**config.mk**
```make
export PLATFORM = sky130hd
export DESIGN_NAME = olink_bringup_fsm_flat
export DESIGN_NICKNAME = d
export VERILOG_FILES = /design/src/rtl/olink_bringup_if.sv /design/src/rtl/olink_bringup_fsm.sv /design/src/flat_wrapper.sv
export SDC_FILE = /design/constraint.sdc
export NUM_CORES = 1
export LEC_CHECK = 0
export CORE_ASPECT_RATIO = 1.25
export CORE_MARGIN = 5
export CORE_UTILIZATION = 45
export DETAILED_ROUTE_END_ITERATION = 7
export HOLD_SLACK_MARGIN = 0.15
export PLACE_DENSITY = 0.71
export SETUP_SLACK_MARGIN = 0.5
export SLEW_MARGIN = 30
export SYNTH_ARGS = -nofsm -noshare
export SYNTH_HDL_FRONTEND = slang
export SYNTH_SLANG_ARGS = --single-unit
```
**constraint.sdc**
```tcl
create_clock -name clk_125 -period 5.4 [get_ports clk_125]
set_input_delay 1.08 -clock clk_125 [delete_from_list [all_inputs] [get_ports clk_125]]
set_output_delay 1.08 -clock clk_125 [all_outputs]
set_load 0.005 [all_outputs]
```
**src/rtl/olink_bringup_if.sv**
```systemverilog
// Control/status bundle between the link bring-up sequencer and its surroundings.
// master drives the GT status inputs; slave is the sequencer.
interface olink_bringup_if;
    logic        enable;
    logic        restart;
    logic        qpll_lock;
    logic        clk_link_lock;
    logic        tx_fsm_done;
    logic        rx_fsm_done;
    logic        rx_reset_done;
    logic        rx_ok;
    logic        comma_seen;
    logic        soft_reset_tx;
    logic        soft_reset_rx;
    logic        link_up;
    logic        fail;
    logic [3:0]  state;
    logic [3:0]  retry_count;
    logic [15:0] drop_count;

    modport master (
        output enable, restart, qpll_lock, clk_link_lock, tx_fsm_done,
               rx_fsm_done, rx_reset_done, rx_ok, comma_seen,
        input  soft_reset_tx, soft_reset_rx, link_up, fail, state,
               retry_count, drop_count
    );

    modport slave (
        input  enable, restart, qpll_lock, clk_link_lock, tx_fsm_done,
               rx_fsm_done, rx_reset_done, rx_ok, comma_seen,
        output soft_reset_tx, soft_reset_rx, link_up, fail, state,
               retry_count, drop_count
    );
endinterface

```
**src/rtl/olink_bringup_fsm.sv**
```systemverilog
// GTX link bring-up and recovery sequencer: PLL lock wait, TX/RX soft reset,
// comma alignment, link-up monitoring and bounded retry.
module olink_bringup_fsm #(
    parameter int unsigned RESET_PULSE_CYCLES = 16,
    parameter int unsigned DONE_TIMEOUT       = 125000,
    parameter int unsigned ALIGN_WINDOW       = 1024,
    parameter int unsigned COMMAS_REQUIRED    = 8,
    parameter int unsigned MAX_BAD            = 4,
    parameter int unsigned MAX_RETRIES        = 7
) (
    input logic            clk_125,
    input logic            reset,
    olink_bringup_if.slave bus
);
    localparam int unsigned STATE_W = 4;
    localparam int unsigned TIMER_W = 24;
    localparam int unsigned COMMA_W = 8;
    localparam int unsigned BAD_W   = $clog2(MAX_BAD + 1);
    localparam int unsigned RETRY_W = 4;
    localparam int unsigned DROP_W  = 16;

    localparam logic [3:0] S_IDLE     = 4'd0;
    localparam logic [3:0] S_WAIT_PLL = 4'd1;
    localparam logic [3:0] S_TX_RST   = 4'd2;
    localparam logic [3:0] S_TX_WAIT  = 4'd3;
    localparam logic [3:0] S_RX_RST   = 4'd4;
    localparam logic [3:0] S_RX_WAIT  = 4'd5;
    localparam logic [3:0] S_ALIGN    = 4'd6;
    localparam logic [3:0] S_UP       = 4'd7;
    localparam logic [3:0] S_FAIL     = 4'd8;

    localparam logic [TIMER_W-1:0] PULSE_LAST = TIMER_W'(RESET_PULSE_CYCLES - 1);
    localparam logic [TIMER_W-1:0] DONE_LAST  = TIMER_W'(DONE_TIMEOUT - 1);
    localparam logic [TIMER_W-1:0] ALIGN_LAST = TIMER_W'(ALIGN_WINDOW - 1);

    logic [STATE_W-1:0] state, state_nxt;
    logic [TIMER_W-1:0] timer, timer_nxt;
    logic [COMMA_W-1:0] comma_cnt, comma_nxt;
    logic [BAD_W-1:0]   bad_cnt, bad_nxt;
    logic [RETRY_W-1:0] retry_cnt, retry_nxt;
    logic [DROP_W-1:0]  drop_cnt, drop_nxt;
    logic               entry;
    logic               timeout;
    logic [STATE_W-1:0] timeout_dest;
    logic               locks_ok;
    logic               soft_reset_tx_q, soft_reset_rx_q, link_up_q, fail_q;

    assign locks_ok = bus.qpll_lock & bus.clk_link_lock;

    // Next-state, counter and retry decisions; entry marks any transition, including self re-entry.
    always_comb begin
        state_nxt    = state;
        entry        = 1'b0;
        retry_nxt    = retry_cnt;
        drop_nxt     = drop_cnt;
        comma_nxt    = '0;
        bad_nxt      = '0;
        timeout      = 1'b0;
        timeout_dest = S_WAIT_PLL;

        if (bus.restart) begin
            state_nxt = S_IDLE;
            entry     = 1'b1;
            retry_nxt = '0;
            drop_nxt  = '0;
        end else if (!bus.enable) begin
            state_nxt = S_IDLE;
            entry     = (state != S_IDLE);
        end else if (!locks_ok && state >= S_TX_RST && state <= S_UP) begin
            state_nxt = S_WAIT_PLL;
            entry     = 1'b1;
        end else begin
            case (state)
                S_IDLE: begin
                    state_nxt = S_WAIT_PLL;
                    entry     = 1'b1;
                end
                S_WAIT_PLL: begin
                    if (locks_ok) begin
                        state_nxt = S_TX_RST;
                        entry     = 1'b1;
                    end else if (timer == DONE_LAST) begin
                        timeout      = 1'b1;
                        timeout_dest = S_WAIT_PLL;
                    end
                end
                S_TX_RST: begin
                    if (timer == PULSE_LAST) begin
                        state_nxt = S_TX_WAIT;
                        entry     = 1'b1;
                    end
                end
                S_TX_WAIT: begin
                    if (bus.tx_fsm_done) begin
                        state_nxt = S_RX_RST;
                        entry     = 1'b1;
                    end else if (timer == DONE_LAST) begin
                        timeout      = 1'b1;
                        timeout_dest = S_WAIT_PLL;
                    end
                end
                S_RX_RST: begin
                    if (timer == PULSE_LAST) begin
                        state_nxt = S_RX_WAIT;
                        entry     = 1'b1;
                    end
                end
                S_RX_WAIT: begin
                    if (bus.rx_fsm_done && bus.rx_reset_done) begin
                        state_nxt = S_ALIGN;
                        entry     = 1'b1;
                    end else if (timer == DONE_LAST) begin
                        timeout      = 1'b1;
                        timeout_dest = S_RX_RST;
                    end
                end
                S_ALIGN: begin
                    // A dirty cycle clears the run even if a comma arrives with it.
                    if (!bus.rx_ok)
                        comma_nxt = '0;
                    else if (bus.comma_seen)
                        comma_nxt = comma_cnt + COMMA_W'(1);
                    else
                        comma_nxt = comma_cnt;
                    if (comma_nxt == COMMA_W'(COMMAS_REQUIRED)) begin
                        state_nxt = S_UP;
                        entry     = 1'b1;
                        retry_nxt = '0;
                    end else if (timer == ALIGN_LAST) begin
                        timeout      = 1'b1;
                        timeout_dest = S_RX_RST;
                    end
                end
                S_UP: begin
                    bad_nxt = bus.rx_ok ? '0 : bad_cnt + BAD_W'(1);
                    if (bad_nxt == BAD_W'(MAX_BAD)) begin
                        state_nxt = S_RX_RST;
                        entry     = 1'b1;
                        if (drop_cnt != '1)
                            drop_nxt = drop_cnt + DROP_W'(1);
                    end
                end
                S_FAIL: begin
                    state_nxt = S_FAIL;
                end
                default: begin
                    state_nxt = S_IDLE;
                    entry     = 1'b1;
                end
            endcase

            if (timeout) begin
                entry = 1'b1;
                if (retry_cnt == RETRY_W'(MAX_RETRIES)) begin
                    state_nxt = S_FAIL;
                end else begin
                    retry_nxt = retry_cnt + RETRY_W'(1);
                    state_nxt = timeout_dest;
                end
            end
        end

        if (entry) begin
            comma_nxt = '0;
            bad_nxt   = '0;
        end
        timer_nxt = entry ? '0 : timer + TIMER_W'(1);
    end

    // Outputs are registered alongside the state so they track it in the same cycle.
    always_ff @(posedge clk_125) begin
        if (reset) begin
            state           <= S_IDLE;
            timer           <= '0;
            comma_cnt       <= '0;
            bad_cnt         <= '0;
            retry_cnt       <= '0;
            drop_cnt        <= '0;
            soft_reset_tx_q <= 1'b0;
            soft_reset_rx_q <= 1'b0;
            link_up_q       <= 1'b0;
            fail_q          <= 1'b0;
        end else begin
            state           <= state_nxt;
            timer           <= timer_nxt;
            comma_cnt       <= comma_nxt;
            bad_cnt         <= bad_nxt;
            retry_cnt       <= retry_nxt;
            drop_cnt        <= drop_nxt;
            soft_reset_tx_q <= (state_nxt == S_TX_RST);
            soft_reset_rx_q <= (state_nxt == S_RX_RST);
            link_up_q       <= (state_nxt == S_UP);
            fail_q          <= (state_nxt == S_FAIL);
        end
    end

    assign bus.soft_reset_tx = soft_reset_tx_q;
    assign bus.soft_reset_rx = soft_reset_rx_q;
    assign bus.link_up       = link_up_q;
    assign bus.fail          = fail_q;
    assign bus.state         = state;
    assign bus.retry_count   = retry_cnt;
    assign bus.drop_count    = drop_cnt;
endmodule

```
**src/flat_wrapper.sv**
```systemverilog
// flat-port wrapper written by rule: the top's interface ports become plain ports
module olink_bringup_fsm_flat 
#(
    parameter int unsigned RESET_PULSE_CYCLES = 16,
    parameter int unsigned DONE_TIMEOUT       = 125000,
    parameter int unsigned ALIGN_WINDOW       = 1024,
    parameter int unsigned COMMAS_REQUIRED    = 8,
    parameter int unsigned MAX_BAD            = 4,
    parameter int unsigned MAX_RETRIES        = 7
)
  (clk_125, reset, bus_enable, bus_restart, bus_qpll_lock, bus_clk_link_lock, bus_tx_fsm_done, bus_rx_fsm_done, bus_rx_reset_done, bus_rx_ok, bus_comma_seen, bus_soft_reset_tx, bus_soft_reset_rx, bus_link_up, bus_fail, bus_state, bus_retry_count, bus_drop_count);
  olink_bringup_if bus_i ();
  input logic clk_125;
  input logic reset;
  input wire logic [$bits(bus_i.enable)-1:0] bus_enable;
  input wire logic [$bits(bus_i.restart)-1:0] bus_restart;
  input wire logic [$bits(bus_i.qpll_lock)-1:0] bus_qpll_lock;
  input wire logic [$bits(bus_i.clk_link_lock)-1:0] bus_clk_link_lock;
  input wire logic [$bits(bus_i.tx_fsm_done)-1:0] bus_tx_fsm_done;
  input wire logic [$bits(bus_i.rx_fsm_done)-1:0] bus_rx_fsm_done;
  input wire logic [$bits(bus_i.rx_reset_done)-1:0] bus_rx_reset_done;
  input wire logic [$bits(bus_i.rx_ok)-1:0] bus_rx_ok;
  input wire logic [$bits(bus_i.comma_seen)-1:0] bus_comma_seen;
  output wire logic [$bits(bus_i.soft_reset_tx)-1:0] bus_soft_reset_tx;
  output wire logic [$bits(bus_i.soft_reset_rx)-1:0] bus_soft_reset_rx;
  output wire logic [$bits(bus_i.link_up)-1:0] bus_link_up;
  output wire logic [$bits(bus_i.fail)-1:0] bus_fail;
  output wire logic [$bits(bus_i.state)-1:0] bus_state;
  output wire logic [$bits(bus_i.retry_count)-1:0] bus_retry_count;
  output wire logic [$bits(bus_i.drop_count)-1:0] bus_drop_count;
  assign bus_i.enable = bus_enable;
  assign bus_i.restart = bus_restart;
  assign bus_i.qpll_lock = bus_qpll_lock;
  assign bus_i.clk_link_lock = bus_clk_link_lock;
  assign bus_i.tx_fsm_done = bus_tx_fsm_done;
  assign bus_i.rx_fsm_done = bus_rx_fsm_done;
  assign bus_i.rx_reset_done = bus_rx_reset_done;
  assign bus_i.rx_ok = bus_rx_ok;
  assign bus_i.comma_seen = bus_comma_seen;
  assign bus_soft_reset_tx = bus_i.soft_reset_tx;
  assign bus_soft_reset_rx = bus_i.soft_reset_rx;
  assign bus_link_up = bus_i.link_up;
  assign bus_fail = bus_i.fail;
  assign bus_state = bus_i.state;
  assign bus_retry_count = bus_i.retry_count;
  assign bus_drop_count = bus_i.drop_count;
  olink_bringup_fsm #(.RESET_PULSE_CYCLES(RESET_PULSE_CYCLES), .DONE_TIMEOUT(DONE_TIMEOUT), .ALIGN_WINDOW(ALIGN_WINDOW), .COMMAS_REQUIRED(COMMAS_REQUIRED), .MAX_BAD(MAX_BAD), .MAX_RETRIES(MAX_RETRIES)) u_core (.clk_125(clk_125), .reset(reset), .bus(bus_i));
endmodule
```
==> results.toml <==
[final_layout]
nets = 427
layout-area-overhead-vs-synth_pct = 19.4
layout.cells.non_filler = 505
final_area_um2 = 3770
diodes = 0
fill_cells = 674
drive_gt1_share_pct = 6.02

[yosys]
synth_simple_gate_area_share_pct = 32.8
synth_compound_area_share_pct = 9.98
synthDistinctLibCells = 53
syn_inst = 374
synth_common_cells = "dfxtp_1, nor2_1, nand2_1"
synth_fp_nets = 390
postSynthAreaPerCell_um2 = 8.45
synth_top_area_share_pct = 39.9
netlist_area_um2 = 3160
synth_xor_area_share_pct = 12.2
synth_most_common_cell = "dfxtp_1"
yosys-top-cells-area = "dfxtp_1, xor2_1, nor2_1"
synth-edff-count = 0
async_flop_share_pct = 0
synth_top_family_by_area = "simple AND/OR/NAND/NOR gates"
synth_fa_ha_area_share_pct = 1.98
yosysSeqAreaShare_pct = 39.9
muxShareOfSynthArea_pct = 0.633
yosysWarnings = 0
yosysTopAreaCell = "dfxtp_1"
synthFlopType = "dfxtp_1"
synth-seq-cells = 63

[route]
drt_iter0_markers = 114
dr.pass1.iters = 5
drc = 0
wl_per_cell_um = 13.4
ant_nets = 0
avgViaCountPerCell = 5.48
finalWirelength_um = 6770
via_count = 2767

[placement]
place_inst = 490
io_buffers = 38
hpwlAfterDp_um = 4840
place_area_um2 = 3610
gp_congestion = 0.791

[die]
ios = 39
rows = 34
start_util_pct = 45.9
die_h_um = 104
die-area_um2 = 8810
coreArea_um2 = 6890
die_w_um = 85.0

[clocking]
htree_levels = 3
cts_num_sinks = 63
cts_tree = "done"
clk_latency_ns = 0.33
cts_hold_buf = 0
root_buffer = "clkbuf_8"
cts_buffers = 9
ctsResizeCount = 0
post_cts_buffers = 0
cts.path.max_buffers = 2
clkTransAtPathRegs_ns = 0.06

[timing]
clock_skew_ns = 0.0101
rsz0062_at_grt = "false"
setup_viol_count_final = 0
relSlewSlack_pct = 39.2
max_freq_mhz = 260
worstMarginPinSlew_ns = 0.912
slew_violations = 0
post-route-min-period_ns = 3.85
fin_tns_setup_ns = 0
period_share_pct = 71.2
hold_viol = 0

[setup_path]
critical_path_required_ns = 5.57
cp_max_fo = 35
start_kind = "primary input"
endpoint_kind = "register"
crit_type = "primary input to register"
cp.arrival_ns = 4.02

[pwr]
powerDensity_nw_per_um2 = 222
p_leak_nw = 1.24
vdd_ir_drop_max_mv = 0.153

[grt]
grt_antenna_before_repair = 0
grt_start_max_net_pins = 36
grt_overflow = 0
grt_pass1_vias = 2691
grtUsageTotal_pct = 16.0
grt_pass1_wl_um = 11900

[outcome]
status = "finished, final reports clean"

[min_path]
hp-class = "register to register"

[run]
cap_violations = 0
[worst max-delay path: stages]
cell and delay, ns:
clkdlybuf4s50_1 0.54, and4_1 0.31, or3_1 0.31, a211oi_1 0.44, and3_1 0.33, nor2_1 0.10, a31oi_4 0.76, nor4_1 0.15
[worst paths after layout]
kind | from | to | slack (ns) | cells past startpoint
max | bus_comma_seen | u_core.comma_cnt[0] | 1.55 | 8
min reg2reg | u_core.timer[0] | u_core.timer[0] | 0.47 | 1
min | u_core.timer[0] | u_core.timer[0] | 0.47 | 1
max reg2reg | u_core.timer[5] | u_core.comma_cnt[0] | 2.09 | 7
[through the flow]
stage | util [%] | setup WS [ns] | hold slack [ns] | power, W
global placement | 52.4 | 1.27 | 0.448 | 0.000508
CTS | 54.8 | 1.58 | 0.475 | 0.000851
detailed placement | 52.4 | 1.25 | 0.462 | 0.000508
floorplan | - | 2.29 | 0.426 | 0.000495
finish | 54.8 | 1.55 | 0.466 | 0.000839
global route | 54.8 | 1.31 | 0.500 | 0.000877
[area by class of cell]
type	count	area (µm²)	area share [%]
Inverter	6	22.5	0.597
Clock inverter	5	25.0	0.663
Sequential cell	63	1260	33.4
Multi-Input combinational cell	291	1820	48.2
Timing Repair Buffer	40	395	10.5
Tap cell	90	113	2.98
Clock buffer	10	138	3.65
[layout by cell type (no fill, tap or decap), drive strengths merged, types with 5 or more instances in the layout]
master,instances
dfxtp,63
xnor2,19
nor3,22
a21oi,13
xor2,25
clkinv,5
or3,6
nand3b,5
nor2b,5
inv,6
a31oi,5
ha,5
nand2,26
and3,9
clkdlybuf4s50,38
clkbuf,10
nor4,6
nor2,57
nand4,13
o21ai,7
nand3,18
[flip-flops by register name, summed over array words and instances (netlist names)]
signal / cells
u_core.timer: 24
u_core.bus.state: 4
u_core.bus.retry_count: 4
u_core.bus.drop_count: 16
u_core.bus.soft_reset_tx: 1
u_core.bus.fail: 1
u_core.bus.soft_reset_rx: 1
u_core.bad_cnt: 3
u_core.bus.link_up: 1
u_core.comma_cnt: 8
[cells by family after synthesis]
kind of cell    Yosys count
xor+xnor                 44
compound gates           45
mux                       2
flops                    63
simple gates            195
fa+ha+maj                 5
buf+inv                  20
[where the power goes]
| part | internal, W | total, W | switching [W] |
|---|---|---|---|
| Clock | 0.000172 | 0.000341 | 0.000169 |
| Combinational | 0.0000131 | 0.0000310 | 0.0000180 |
| Sequential | 0.000465 | 0.000467 | 0.00000140 |
[per-layer routing]
metal  global-route usage [%]  share of wire [%]
met1                     20.6                 47
met2                     26.2                 49
met3                     2.86                3.1
met4                     6.45                1.5
met5                        0                  0
Power figures use the tool's default switching activity.
